[config.mk]
export PLATFORM = sky130hd
export DESIGN_NAME = fir_bist_gen_flat
export DESIGN_NICKNAME = d
export VERILOG_FILES = /design/src/rtl/fir_bist_pkg.sv /design/src/rtl/fir_bist_gen_if.sv /design/src/rtl/fir_bist_lfsr.sv /design/src/rtl/fir_bist_gen.sv /design/src/flat_wrapper.sv
export SDC_FILE = /design/constraint.sdc
export NUM_CORES = 1
export LEC_CHECK = 0
export CAP_MARGIN = 20
export CORE_MARGIN = 4
export CORE_UTILIZATION = 45
export CTS_BUF_LIST = sky130_fd_sc_hd__clkbuf_16
export DETAILED_ROUTE_END_ITERATION = 16
export GPL_ROUTABILITY_DRIVEN = 0
export REMOVE_ABC_BUFFERS = 1
export SKIP_LAST_GASP = 1
export SLEW_MARGIN = 40
export SYNTH_ARGS = -nofsm -noshare
export SYNTH_HDL_FRONTEND = slang
export SYNTH_SLANG_ARGS = --single-unit
[constraint.sdc]
create_clock -name M_AXIS_ACLK -period 5.51 [get_ports M_AXIS_ACLK]
set_clock_uncertainty 0.1 [all_clocks]
set_input_delay 1.102 -clock M_AXIS_ACLK [delete_from_list [all_inputs] [get_ports M_AXIS_ACLK]]
set_output_delay 1.102 -clock M_AXIS_ACLK [all_outputs]
set_load 0.02 [all_outputs]
[src/rtl/fir_bist_pkg.sv]
// Shared types, constants and the LFSR step function for the FIR BIST pattern generator.
package fir_bist_pkg;

  typedef enum logic [1:0] {
    MODE_RAMP    = 2'd0,
    MODE_LFSR    = 2'd1,
    MODE_IMPULSE = 2'd2,
    MODE_CONST   = 2'd3
  } mode_e;

  typedef enum logic [1:0] {
    IDLE,
    RUN,
    FINISH
  } state_e;

  localparam logic [15:0] LFSR_DEFAULT_SEED = 16'hACE1;

  // One step of the x^16+x^14+x^13+x^11+1 Fibonacci LFSR (shift right, feedback into bit 15).
  function automatic logic [15:0] lfsr_next(input logic [15:0] s);
    return {s[0] ^ s[2] ^ s[3] ^ s[5], s[15:1]};
  endfunction

  // An all-zero state would lock the LFSR, so substitute the default seed.
  function automatic logic [15:0] lfsr_seed(input logic [15:0] s);
    return (s == 16'h0000) ? LFSR_DEFAULT_SEED : s;
  endfunction

endpackage

[src/rtl/fir_bist_gen_if.sv]
// AXI4-Stream beat channel between the BIST generator and the FIR slave input.
interface fir_bist_gen_if #(
  parameter int DATA_WIDTH = 16
) ();

  logic [DATA_WIDTH-1:0] TDATA;
  logic                  TLAST;
  logic                  TVALID;
  logic                  TREADY;

  modport master (output TDATA, output TLAST, output TVALID, input TREADY);
  modport slave  (input TDATA, input TLAST, input TVALID, output TREADY);

endinterface

[src/rtl/fir_bist_lfsr.sv]
// 16-bit Fibonacci LFSR with synchronous reload to the seed and an advance enable.
module fir_bist_lfsr
  import fir_bist_pkg::*;
#(
  parameter logic [15:0] SEED = LFSR_DEFAULT_SEED
) (
  input  logic        clk,
  input  logic        rst_n,
  input  logic        load,
  input  logic        advance,
  output logic [15:0] state
);

  localparam logic [15:0] SEED_EFF = lfsr_seed(SEED);

  // State register: reload wins over advance so a new run always starts at the seed.
  // NOTE: sequential state uses non-blocking (<=) so every flop samples pre-edge values.
  always_ff @(posedge clk or negedge rst_n) begin
    if (!rst_n) begin
      state <= SEED_EFF;
    end else if (load) begin
      state <= SEED_EFF;
    end else if (advance) begin
      state <= lfsr_next(state);
    end
  end

endmodule

[src/rtl/fir_bist_gen.sv]
// AXI4-Stream BIST packet generator: ramp, LFSR, impulse and constant patterns,
// NUM_OF_SAMPLES beats per packet, a counted or continuous run ended by count or STOP.
module fir_bist_gen
  import fir_bist_pkg::*;
#(
  parameter int          DATA_WIDTH     = 16,
  parameter int          NUM_OF_SAMPLES = 1000,
  parameter logic [15:0] SEED           = 16'hACE1,
  parameter logic [15:0] AMPLITUDE      = 16'h4000
) (
  input  logic        M_AXIS_ACLK,
  input  logic        M_AXIS_ARESETN,
  input  logic        START,
  input  logic        STOP,
  input  logic [1:0]  MODE,
  input  logic [15:0] NUM_PACKETS,
  output logic        BUSY,
  output logic        DONE,
  fir_bist_gen_if.master M_AXIS
);

  localparam int                    IDX_W      = $clog2(NUM_OF_SAMPLES);
  localparam logic [IDX_W-1:0]      LAST_IDX   = IDX_W'(NUM_OF_SAMPLES - 1);
  localparam logic [DATA_WIDTH-1:0] RAMP_START = DATA_WIDTH'(SEED);
  localparam logic [DATA_WIDTH-1:0] AMP_VAL    = DATA_WIDTH'(AMPLITUDE);
  localparam logic [DATA_WIDTH-1:0] LFSR_FIRST = DATA_WIDTH'(lfsr_seed(SEED));

  state_e                state;
  mode_e                 mode_q;
  logic [15:0]           num_pkts_q;
  logic [15:0]           pkt_cnt;
  logic                  stop_q;
  logic [IDX_W-1:0]      idx_q;
  logic [DATA_WIDTH-1:0] ramp_q;
  logic [DATA_WIDTH-1:0] tdata_q;
  logic                  tlast_q;
  logic                  tvalid_q;
  logic                  busy_q;
  logic                  done_q;

  logic [15:0]           lfsr_state;
  logic                  accept;
  logic                  lfsr_load;
  logic [IDX_W-1:0]      idx_next;
  logic [DATA_WIDTH-1:0] ramp_next;
  logic [DATA_WIDTH-1:0] lfsr_data_next;
  logic [15:0]           pkt_cnt_next;
  logic                  end_run;

  // Sample value for a beat given the pattern mode and the per-beat sources.
  function automatic logic [DATA_WIDTH-1:0] beat_data(
    input mode_e                 m,
    input logic [IDX_W-1:0]      idx,
    input logic [DATA_WIDTH-1:0] ramp,
    input logic [DATA_WIDTH-1:0] lfsr
  );
    case (m)
      MODE_RAMP:    return ramp;
      MODE_LFSR:    return lfsr;
      MODE_IMPULSE: return (idx == '0) ? AMP_VAL : '0;
      default:      return AMP_VAL;
    endcase
  endfunction

  assign accept    = tvalid_q & M_AXIS.TREADY;
  assign lfsr_load = (state == IDLE) && START;

  fir_bist_lfsr #(
    .SEED (SEED)
  ) u_lfsr (
    .clk     (M_AXIS_ACLK),
    .rst_n   (M_AXIS_ARESETN),
    .load    (lfsr_load),
    .advance (accept),
    .state   (lfsr_state)
  );

  // Next-beat sources, used only when a beat is accepted.
  // NOTE: every always_comb output gets a default first so no latch is inferred.
  always_comb begin
    idx_next       = '0;
    ramp_next      = ramp_q + DATA_WIDTH'(1);
    lfsr_data_next = DATA_WIDTH'(lfsr_next(lfsr_state));
    pkt_cnt_next   = pkt_cnt + 16'd1;
    end_run        = 1'b0;
    if (!tlast_q) begin
      idx_next = idx_q + IDX_W'(1);
    end
    if (tlast_q) begin
      end_run = ((num_pkts_q != 16'd0) && (pkt_cnt_next == num_pkts_q)) || stop_q || STOP;
    end
  end

  // Run FSM with registered stream and status outputs.
  always_ff @(posedge M_AXIS_ACLK or negedge M_AXIS_ARESETN) begin
    if (!M_AXIS_ARESETN) begin
      state      <= IDLE;
      mode_q     <= MODE_RAMP;
      num_pkts_q <= '0;
      pkt_cnt    <= '0;
      stop_q     <= 1'b0;
      idx_q      <= '0;
      ramp_q     <= '0;
      tdata_q    <= '0;
      tlast_q    <= 1'b0;
      tvalid_q   <= 1'b0;
      busy_q     <= 1'b0;
      done_q     <= 1'b0;
    end else begin
      case (state)
        IDLE: begin
          done_q <= 1'b0;
          stop_q <= 1'b0;
          if (START) begin
            state      <= RUN;
            mode_q     <= mode_e'(MODE);
            num_pkts_q <= NUM_PACKETS;
            stop_q     <= STOP;
            pkt_cnt    <= '0;
            idx_q      <= '0;
            ramp_q     <= RAMP_START;
            tdata_q    <= beat_data(mode_e'(MODE), '0, RAMP_START, LFSR_FIRST);
            tlast_q    <= 1'b0;
            tvalid_q   <= 1'b1;
            busy_q     <= 1'b1;
          end
        end
        RUN: begin
          if (STOP) begin
            stop_q <= 1'b1;
          end
          if (accept) begin
            idx_q  <= idx_next;
            ramp_q <= ramp_next;
            if (tlast_q) begin
              pkt_cnt <= pkt_cnt_next;
            end
            if (end_run) begin
              state    <= FINISH;
              tvalid_q <= 1'b0;
              tlast_q  <= 1'b0;
              busy_q   <= 1'b0;
              done_q   <= 1'b1;
            end else begin
              tdata_q <= beat_data(mode_q, idx_next, ramp_next, lfsr_data_next);
              tlast_q <= (idx_next == LAST_IDX);
            end
          end
        end
        FINISH: begin
          done_q <= 1'b0;
          stop_q <= 1'b0;
          state  <= IDLE;
        end
        default: begin
          state <= IDLE;
        end
      endcase
    end
  end

  assign M_AXIS.TDATA  = tdata_q;
  assign M_AXIS.TLAST  = tlast_q;
  assign M_AXIS.TVALID = tvalid_q;
  assign BUSY          = busy_q;
  assign DONE          = done_q;

endmodule

[src/flat_wrapper.sv]
// flat-port wrapper written by rule: the top's interface ports become plain ports
module fir_bist_gen_flat import fir_bist_pkg::*;
#(
  parameter int          DATA_WIDTH     = 16,
  parameter int          NUM_OF_SAMPLES = 1000,
  parameter logic [15:0] SEED           = 16'hACE1,
  parameter logic [15:0] AMPLITUDE      = 16'h4000
)
  (M_AXIS_ACLK, M_AXIS_ARESETN, START, STOP, MODE, NUM_PACKETS, BUSY, DONE, M_AXIS_TDATA, M_AXIS_TLAST, M_AXIS_TVALID, M_AXIS_TREADY);
  fir_bist_gen_if #(.DATA_WIDTH(DATA_WIDTH)) M_AXIS_i ();
  input  logic M_AXIS_ACLK;
  input  logic M_AXIS_ARESETN;
  input  logic START;
  input  logic STOP;
  input  logic [1:0] MODE;
  input  logic [15:0] NUM_PACKETS;
  output logic BUSY;
  output logic DONE;
  output wire logic [$bits(M_AXIS_i.TDATA)-1:0] M_AXIS_TDATA;
  output wire logic [$bits(M_AXIS_i.TLAST)-1:0] M_AXIS_TLAST;
  output wire logic [$bits(M_AXIS_i.TVALID)-1:0] M_AXIS_TVALID;
  input wire logic [$bits(M_AXIS_i.TREADY)-1:0] M_AXIS_TREADY;
  assign M_AXIS_TDATA = M_AXIS_i.TDATA;
  assign M_AXIS_TLAST = M_AXIS_i.TLAST;
  assign M_AXIS_TVALID = M_AXIS_i.TVALID;
  assign M_AXIS_i.TREADY = M_AXIS_TREADY;
  fir_bist_gen #(.DATA_WIDTH(DATA_WIDTH), .NUM_OF_SAMPLES(NUM_OF_SAMPLES), .SEED(SEED), .AMPLITUDE(AMPLITUDE)) u_core (.M_AXIS_ACLK(M_AXIS_ACLK), .M_AXIS_ARESETN(M_AXIS_ARESETN), .START(START), .STOP(STOP), .MODE(MODE), .NUM_PACKETS(NUM_PACKETS), .BUSY(BUSY), .DONE(DONE), .M_AXIS(M_AXIS_i));
endmodule
# --- Word level (Yosys, flattened, before mapping) ---
# Index checks and enable logic that the tools add are counted.
classes:
  order_cmp: 0
  reduce_logical: 23
  eq_ne: 13
  shifts: 0
  muxes: 39
  n_div: 0
  multipliers: 0
  add_sub_neg: 3
  bitwise_logic: 4
ops:
  columns: ["op", "n"]
  rows:
  - ["16-bit two-way mux", 11]
  - ["16-bit one-hot mux with 2 select lines", 3]
  - ["16-bit one-hot mux with 3 select lines", 1]
  - ["16-bit by 1-bit adder with 16-bit output (second input constant)", 2]
  - ["10-bit two-way mux", 3]
  - ["10-bit one-hot mux with 2 select lines", 1]
  - ["16-bit equality test", 1]
  - ["16-bit nonzero test", 1]
  - ["15-bit two-way mux", 1]
  - ["4-bit AND reduction", 3]
  - ["1-bit two-way mux", 11]
  - ["10-bit by 1-bit adder with 10-bit output (second input constant)", 1]
  - ["10-bit equality test (second input constant)", 1]
  - ["10-bit logical NOT", 1]
  - ["3-bit AND reduction", 3]
  - ["2-bit by 1-bit equality test with 1-bit output (second input constant)", 3]
  - ["2-bit logical NOT", 3]
  - ["2-bit two-way mux", 3]
  - ["2-bit by 1-bit inequality test with 1-bit output (second input constant)", 3]
  - ["2-bit inequality test (second input constant)", 3]
  - ["1-bit one-hot mux with 2 select lines", 3]
  - ["2-bit nonzero test", 3]
  - ["2-bit equality test (second input constant)", 2]
  - ["2-bit one-hot mux with 2 select lines", 1]
  - ["8 further kinds", 14]
totals:
  ram_bits: 0
  inputBits: 23
  word_cells: 94
  mem_bits_ro: 0
  latch_bits: 0
  regBits: 98
  output_inout_bits: 20
  n_memories: 0

# --- Depth between registers and ports, before layout ---
# Gate-level depths: netlist of the first run.
depth:
  depth_word: 9
  mapped_depth: 12
  mapped_depth_nobuf: 9

# --- Cells and area by module ---
# Synthesis of the first run repeated with hierarchy kept, for this count alone.
hier_totals:
  hier_cells: 651
  area_unflattened_um2: 5880.6
modules_own_cells:
  columns: ["module", "seq_area_each_um2", "area_per_inst_um2", "n_inst", "cells_each"]
  rows:
  - ["fir_bist_gen", 2052.0, 5191.2, 1, 596]
  - ["fir_bist_lfsr", 410.4, 689.4, 1, 55]

# --- Worst setup path after synthesis of the first run ---
# OpenSTA, ideal clock, no wires.
synth_timing:
  path_kind: "reg2reg"
  start: "reg u_core.pkt_cnt[0]"
  end: "reg u_core.tdata_q[10], in the netlist u_core.M_AXIS.TDATA[10]"
  path_buffers: 2
  synth_period_minus_slack_ns: 2.941
  t_arrival_ns: 2.716
  setup_ns: 0.125
  slack_ns: 2.569
  path_stages_with_launch: 12
  required_time_ns: 5.285
  path_cell_list: "dfrtp_1 -> ha_1 -> nand3_1 -> nor3_4 -> xor2_2 -> o21ai_1 -> a22o_1 -> a311o_1 -> a31o_1 -> buf_6 -> buf_6 -> mux2_4"
synth_between:
  elab_chain_len: 8
synth_lines:
  columns: ["item", "line_no", "rtl"]
  rows:
  - ["start: declaration", "fir_bist_gen.sv:31", "logic [15:0] pkt_cnt;"]
  - ["start signal: assignment", "fir_bist_gen.sv:136", "pkt_cnt <= pkt_cnt_next;"]
  - ["16-bit by 1-bit adder with 16-bit output", "fir_bist_gen.sv:84", "pkt_cnt_next = pkt_cnt + 16'd1;"]
  - ["16-bit equality test", "fir_bist_gen.sv:90", "end_run = ((num_pkts_q != 16'd0) && (pkt_cnt_next == num_pkts_q)) || stop_q || STOP;"]
  - ["1-bit logical AND", "fir_bist_gen.sv:90", null]
  - ["1-bit logical OR (2 in a row)", "fir_bist_gen.sv:90", null]
  - ["1-bit two-way mux", "fir_bist_gen.sv:89", "if (tlast_q) begin"]
  - ["2-bit inequality test (no source line)", null, null]
  - ["4-bit AND reduction (no source line)", null, null]
  - ["end signal: assignment", "fir_bist_gen.sv:122", "tdata_q <= beat_data(mode_e'(MODE), '0, RAMP_START, LFSR_FIRST);"]
  - ["end signal: assignment", "fir_bist_gen.sv:145", "tdata_q <= beat_data(mode_q, idx_next, ramp_next, lfsr_data_next);"]
  - ["end: declaration", "fir_bist_gen.sv:35", "logic [DATA_WIDTH-1:0] tdata_q;"]
# Every way passes these cells.
# A chain may end at the register's enable or synchronous reset.

# --- Final worst setup path of the first run ---
layout_timing:
  start: "reg u_core.pkt_cnt[0]"
  end: "reg u_core.tdata_q[6], in the netlist u_core.M_AXIS.TDATA[6]"
# Same word-level chain as after synthesis.

==> results_dict.tcl, run 1 <==
set metrics [dict create \
    num_io_pins 43 \
    cts_tree "yes" \
    area_growth_syn_to_layout_pct 13.43 \
    post-place-ws_ns 1.775 \
    clockBufferDepth 2 \
    num_antenna_cells 0 \
    dieArea_um2 14320 \
    irDropWorstVdd_mv 0.3133 \
    crit_family "compound AO/OA/AOI/OAI gates" \
    multi_input_area_um2 2948 \
    synth_top_area_share_pct 40.14 \
    dp_cells 818 \
    clock_latency_ns 0.36 \
    cts_setup_buffers 0 \
    synth_common_cells "nand2_1 (140), dfrtp_1 (90), nor2_1 (57)" \
    grt-ovfl-total 0 \
    track_usage_pct 20.35 \
    grt_pass1_wl_mm 23.32 \
    vias 4614 \
    post_cts_resized 0 \
    worst_slew_pin_slew_ns 0.7180 \
    dr.pass1.iters 5 \
    yosys.cell_count.top_type "nand2_1" \
    cts_htree_levels 3 \
    max_cap_violations 0 \
    arrival_ns 3.56 \
    antenna_left 0 \
    yosys_most_used_dff "dfrtp_1" \
    power.density_nw_per_um2 428.1 \
    via_per_inst 5.532 \
    grt_pass1_vias 4521 \
    criticalPathCategory "flop to flop" \
    seq_area_um2 2464 \
    drive_gt1_share_pct 7.207 \
    cp_cell_sequence "ha_1 > xor3_1 > a41oi_1 > nand4_1 > nor4_1 > and3_1 > a311o_1 > a31o_2 > mux2_2" \
    slowest_stage "a31o_2" \
    nets 692 \
    fin_area_um2 6364 \
    final.period_utilization_pct 62.06 \
    syn_area_um2 5610 \
    dpl_cell_area_um2 6095 \
    yosys.cell_types.count 60 \
    core_area_um2 12110 \
    synth_seq_cells 98 \
    grt_max_degree 59 \
    cts_num_sinks 98 \
    syn_area_per_cell_um2 8.698 \
    setup_viol 0 \
    die_y_um 119.7 \
    cts_hold_buffers 0 \
    drc 0 \
    required_ns 5.65 \
    yosys_warnings 0 \
    min_path_type "flop to flop" \
    min_period_ns 3.419 \
    start_util_pct 46.32 \
    critPathLaunchType "flop" \
    synth_async_sr_flop_share_pct 100.0 \
    seq_area_frac_synth_pct 43.89 \
    p_leak_nw 2.759 \
    critPathCaptureType "flop" \
    place_hpwl_mm 9.597 \
    critical_path_buf_inv_count 0 \
    relSlewSlack_pct 51.77 \
    max_stage_delay_ns 0.55 \
    crit_path_max_fanout 16 \
    fill_cells 1178 \
    die_x_um 119.7 \
    synth-edff-count 0 \
    avgRoutedWirePerCell_um 16.79 \
    outcome "finished, final reports clean" \
    cts.clk_slew.worst_paths_ns 0.07 \
    cts_inserted_buffers 9 \
    synthCells 645 \
    drv_slew 0 \
    rsz0062_at_grt "false" \
    synthTopCellsByArea "dfrtp_1 (40%), nand2_1 (9.4%), o21ai_0 (4.8%)" \
    num_rows 40 \
    antenna_found_initial 0 \
    tns_ns 0 \
    yosysTopAreaCell "dfrtp_1" \
    finalNonFillerCells 834 \
    numPortBuffers 42 \
    root_buffer "clkbuf_16" \
    max_freq_mhz 292.5 \
    routed_wl_mm 14.00 \
    drt_iter0_markers 312 \
    worst_slack_ns 2.091 \
    hold_viol_final 0 \
]
-- state kept, by name, summed over array words and instances (netlist names) --
signal                count
u_core.DONE               1
u_core.M_AXIS.TDATA      16
u_core.M_AXIS.TLAST       1
u_core.M_AXIS.TVALID      1
u_core.idx_q             10
u_core.mode_q             2
u_core.num_pkts_q        16
u_core.pkt_cnt           16
u_core.ramp_q            16
u_core.state              2
u_core.stop_q             1
u_core.u_lfsr.state      16
-- metal layers --
metal / vias up / share of wire, % / GRT usage [%]
li1: 2259 / - / -
met1: 2254 / 45 / 26.09
met2: 82 / 50 / 34.18
met3: 19 / 3.3 / 3.959
met4: 0 / 1.7 / 7.588
met5: - / 0 / 0
-- power by group --
group / switching (W) / total, W / internal (W)
Sequential: 0.000203 / 0.00111 / 0.000907
Clock: 0.000279 / 0.000579 / 0.000300
Combinational: 0.000579 / 0.00104 / 0.000456
Total: 0.00106 / 0.00272 / 0.00166
-- worst reg2reg max path, stage by stage, from the launching register on --
cell,delay [ns]
dfrtp_1,0.47
ha_1,0.26
xor3_1,0.42
a41oi_1,0.17
nand4_1,0.13
nor4_1,0.25
and3_1,0.22
a311o_1,0.33
a31o_2,0.55
mux2_2,0.40
-- final cells by class --
type | count | area share (%)
Clock buffer | 9 | 3.539
Clock inverter | 7 | 0.6095
Inverter | 7 | 0.4129
Multi-Input combinational cell | 499 | 46.32
Sequential cell | 98 | 38.71
Tap cell | 168 | 3.303
Timing Repair Buffer | 46 | 7.098
-- cells in the final DEF, fill, tap and decap left out, types with 4 or more instances in the layout --
| master | instances |
|---|---|
| mux2_2 | 7 |
| nor4_1 | 7 |
| nor3_1 | 5 |
| nand4_1 | 4 |
| nand3_1 | 27 |
| inv_1 | 8 |
| o31ai_1 | 13 |
| a31oi_1 | 8 |
| nor2_1 | 57 |
| a311oi_1 | 4 |
| dfstp_2 | 8 |
| clkbuf_16 | 9 |
| and3_1 | 18 |
| nor3b_1 | 4 |
| mux2_4 | 5 |
| xnor2_1 | 29 |
| buf_4 | 4 |
| o21ai_0 | 54 |
| a22o_1 | 13 |
| dfrtp_1 | 89 |
| nand2b_1 | 7 |
| ha_1 | 8 |
| clkdlybuf4s50_1 | 41 |
| xor2_1 | 19 |
| a21oi_1 | 24 |
| nand2_1 | 139 |
| and2_1 | 4 |
-- cells by family after synthesis --
group	share of synthesized area, %
simple gates	24.31
compound gates	14.90
flops	43.89
xor+xnor	8.207
buf+inv	3.635
mux	3.278
fa+ha+maj	1.784
-- per-stage QoR --
stage | utilization (%) | hold slack, ns | power, W
3_3_place_gp | 50.29 | 0.3828 | 0.002138
4_1_cts | 52.50 | 0.3979 | 0.002751
3_5_place_dp | 50.32 | 0.3881 | 0.002157
6_report | 52.54 | 0.3968 | 0.002724
2_1_floorplan | - | 0.3689 | 0.001757
5_1_grt | 52.54 | 0.4266 | 0.002916
-- final timing paths --
check                      slack [ns]                           from                                   to  cells after the start
max in group asynchronous        3.75                 M_AXIS_ARESETN  u_core.u_lfsr.state[11]$_DFFE_PN1P_                      2
setup reg to reg                 2.09  u_core.pkt_cnt[0]$_DFFE_PN0P_   u_core.M_AXIS.TDATA[6]$_DFFE_PN0P_                      9
setup / recovery                 2.09  u_core.pkt_cnt[0]$_DFFE_PN0P_   u_core.M_AXIS.TDATA[6]$_DFFE_PN0P_                      9
min in group asynchronous        0.61                 M_AXIS_ARESETN     u_core.num_pkts_q[7]$_DFFE_PN0P_                      1
hold / removal                   0.40  u_core.ramp_q[15]$_DFFE_PN0P_        u_core.ramp_q[15]$_DFFE_PN0P_                      1
hold reg to reg                  0.40  u_core.ramp_q[15]$_DFFE_PN0P_        u_core.ramp_q[15]$_DFFE_PN0P_                      1
No activity file was read; power rests on OpenSTA's default activity.
==> run 2: changes to the inputs <==
clock period = 3.2 ns   (was 5.51 ns; I/O delays follow)
==> results_dict.tcl, run 2 (synthesis results as in run 1) <==
set metrics [dict create \
    outcome "finished, final reports clean" \
    cts_htree_levels 3 \
    cts_num_sinks 98 \
    rsz0062_at_grt "false" \
    num_antenna_cells 0 \
    final_common_cell "nand2_1" \
    start_util_pct 46.32 \
    grt-ovfl-total 0 \
    routed_wl_mm 14.15 \
    cts_hold_buffers 0 \
    max_cap_violations 0 \
    core_area_um2 12110 \
    die_x_um 119.7 \
    tns_ns 0 \
    nets 709 \
    irDropWorstVdd_mv 0.4097 \
    grt_max_degree 43 \
    place_hpwl_mm 10.10 \
    drt_iter0_markers 330 \
    antenna_left 0 \
    drv_slew 0 \
    grt_pass1_vias 4580 \
    dr.pass1.iters 5 \
    worst_slew_pin_slew_ns 0.6505 \
    die_y_um 119.7 \
    cp_cell_sequence "ha_1 > xor3_1 > a41oi_1 > nand4_1 > nor4_1 > and3_1 > a311o_1 > a31o_1 > buf_12 > mux2_2" \
    hold_viol_final 0 \
    p_sw_w 0.001850 \
    required_ns 3.33 \
    max_freq_mhz 334.4 \
    max_stage_delay_ns 0.43 \
    cts.clk_slew.worst_paths_ns 0.07 \
    p_leak_nw 2.852 \
    min_period_ns 2.991 \
    num_io_pins 43 \
    via_per_inst 5.483 \
    comb_power_share_pct 40.2 \
    fin_area_um2 6510 \
    critPathCaptureType "flop" \
    dieArea_um2 14320 \
    pwr-share-clk_pct 20.7 \
    clockBufferDepth 2 \
    min_path_type "input port to asynchronous set/reset pin" \
    setup_viol 0 \
    relSlewSlack_pct 56.53 \
    drive_gt1_share_pct 8.931 \
    layout_common_cells "nand2_1 (140), dfrtp_1 (90), nor2_1 (57)" \
    cts_setup_buffers 0 \
    area_growth_syn_to_layout_pct 16.03 \
    avgRoutedWirePerCell_um 16.62 \
    total_power_w 0.004789 \
    arrival_ns 3.12 \
    track_usage_pct 20.46 \
    criticalPathCategory "flop to flop" \
    power.density_nw_per_um2 735.7 \
    post_cts_resized 0 \
    clock_latency_ns 0.35 \
    fin_util_pct 53.75 \
    seqPwrFrac_pct 39.0 \
    root_buffer "clkbuf_16" \
    critPathLaunchType "flop" \
    dpl_cell_area_um2 6243 \
    power.internal_w 0.002939 \
    cts_tree "yes" \
    p_sw_share_pct 38.64 \
    drc 0 \
    slowest_stage "xor3_1" \
    crit_path_max_fanout 16 \
    num_rows 40 \
    final.period_utilization_pct 93.46 \
    antenna_found_initial 0 \
    grt_pass1_wl_mm 23.49 \
    vias 4666 \
    numPortBuffers 42 \
    cts_inserted_buffers 9 \
]
[run 2: cell types whose count changed in the layout (fill, tap and decap cells not counted), moves of 2 or more]
| cell | change |
|---|---|
| clkinvlp_4 | -2 |
| buf_4 | +16 |
| clkinv_1 | +2 |
| buf_12 | +2 |
[run 2: final cells by class]
type	count	area, µm²
clock inverter	7	36.28
inverter	7	26.28
clock buffer	9	225.2
fill	1163	5602
multi-input combinational	499	2949
timing repair buffer	63	600.6
sequential	98	2462
tap	168	210.2
[run 2: power by group through the flow]
| stage | clock network (W) | logic (W) | registers, W |
|---|---|---|---|
| 2_1_floorplan | 0 | 0.00111 | 0.00192 |
| 3_3_place_gp | 0 | 0.00190 | 0.00187 |
| 3_5_place_dp | 0 | 0.00193 | 0.00188 |
| 4_1_cts | 0.00102 | 0.00194 | 0.00187 |
| 5_1_grt | 0.00108 | 0.00213 | 0.00191 |
| 6_report | 0.000993 | 0.00193 | 0.00187 |
[run 2: worst max-delay path, delay by kind of cell (launching register included)]
| family | cells | cell delay, ns |
|---|---|---|
| AOI/OAI and AO/OA | 3 | 0.57 |
| xor gates and xnor gates | 1 | 0.43 |
| adders and majority gates | 1 | 0.27 |
| buffers and inverters | 1 | 0.17 |
| DFF | 1 | 0.41 |
| muxes | 1 | 0.34 |
| and+or+nand+nor | 3 | 0.59 |
[run 2: per-layer routing]
layer / GRT usage [%] / vias to the layer above / part of all wire, %
met1: 26.06 / 2287 / 46
met2: 35.10 / 81 / 50
li1: - / 2287 / -
met3: 4.807 / 11 / 3.4
met5: 0 / - / 0
met4: 5.297 / 0 / 0.77
[run 2: worst paths after layout]
| check | start | endpoint | slack, ns | depth (start not counted) |
|---|---|---|---|---|
| min reg2reg | u_core.u_lfsr.state[13]$_DFFE_PN1P_ | u_core.u_lfsr.state[13]$_DFFE_PN1P_ | 0.40 | 2 |
| max in group asynchronous | M_AXIS_ARESETN | u_core.u_lfsr.state[15]$_DFFE_PN1P_ | 2.07 | 2 |
| max reg2reg | u_core.pkt_cnt[1]$_DFFE_PN0P_ | u_core.M_AXIS.TDATA[15]$_DFFE_PN0P_ | 0.21 | 10 |
| max | u_core.pkt_cnt[1]$_DFFE_PN0P_ | u_core.M_AXIS.TDATA[15]$_DFFE_PN0P_ | 0.21 | 10 |
| min | M_AXIS_ARESETN | u_core.pkt_cnt[3]$_DFFE_PN0P_ | 0.17 | 1 |
| min in group M_AXIS_ACLK | u_core.u_lfsr.state[13]$_DFFE_PN1P_ | u_core.u_lfsr.state[13]$_DFFE_PN1P_ | 0.40 | 2 |
[run 2: per-stage QoR]
| stage | std cells | setup slack (ns) | hold WS (ns) |
|---|---|---|---|
| after floorplan | 604 | 0.1050 | 0.2444 |
| final | 851 | 0.2092 | 0.1736 |
| after CTS | 851 | 0.1718 | 0.1858 |
| after global routing | 851 | 0.01583 | 0.2092 |
| after global placement | 835 | 0.2724 | 0.3814 |
| after detailed placement | 835 | 0.1526 | 0.3911 |
==> run 3: changes to the inputs <==
TNS_END_PERCENT = 1   (was not set)
==> results of run 3 <==
No change in the layout: final DEF, timing and power equal those of run 2.
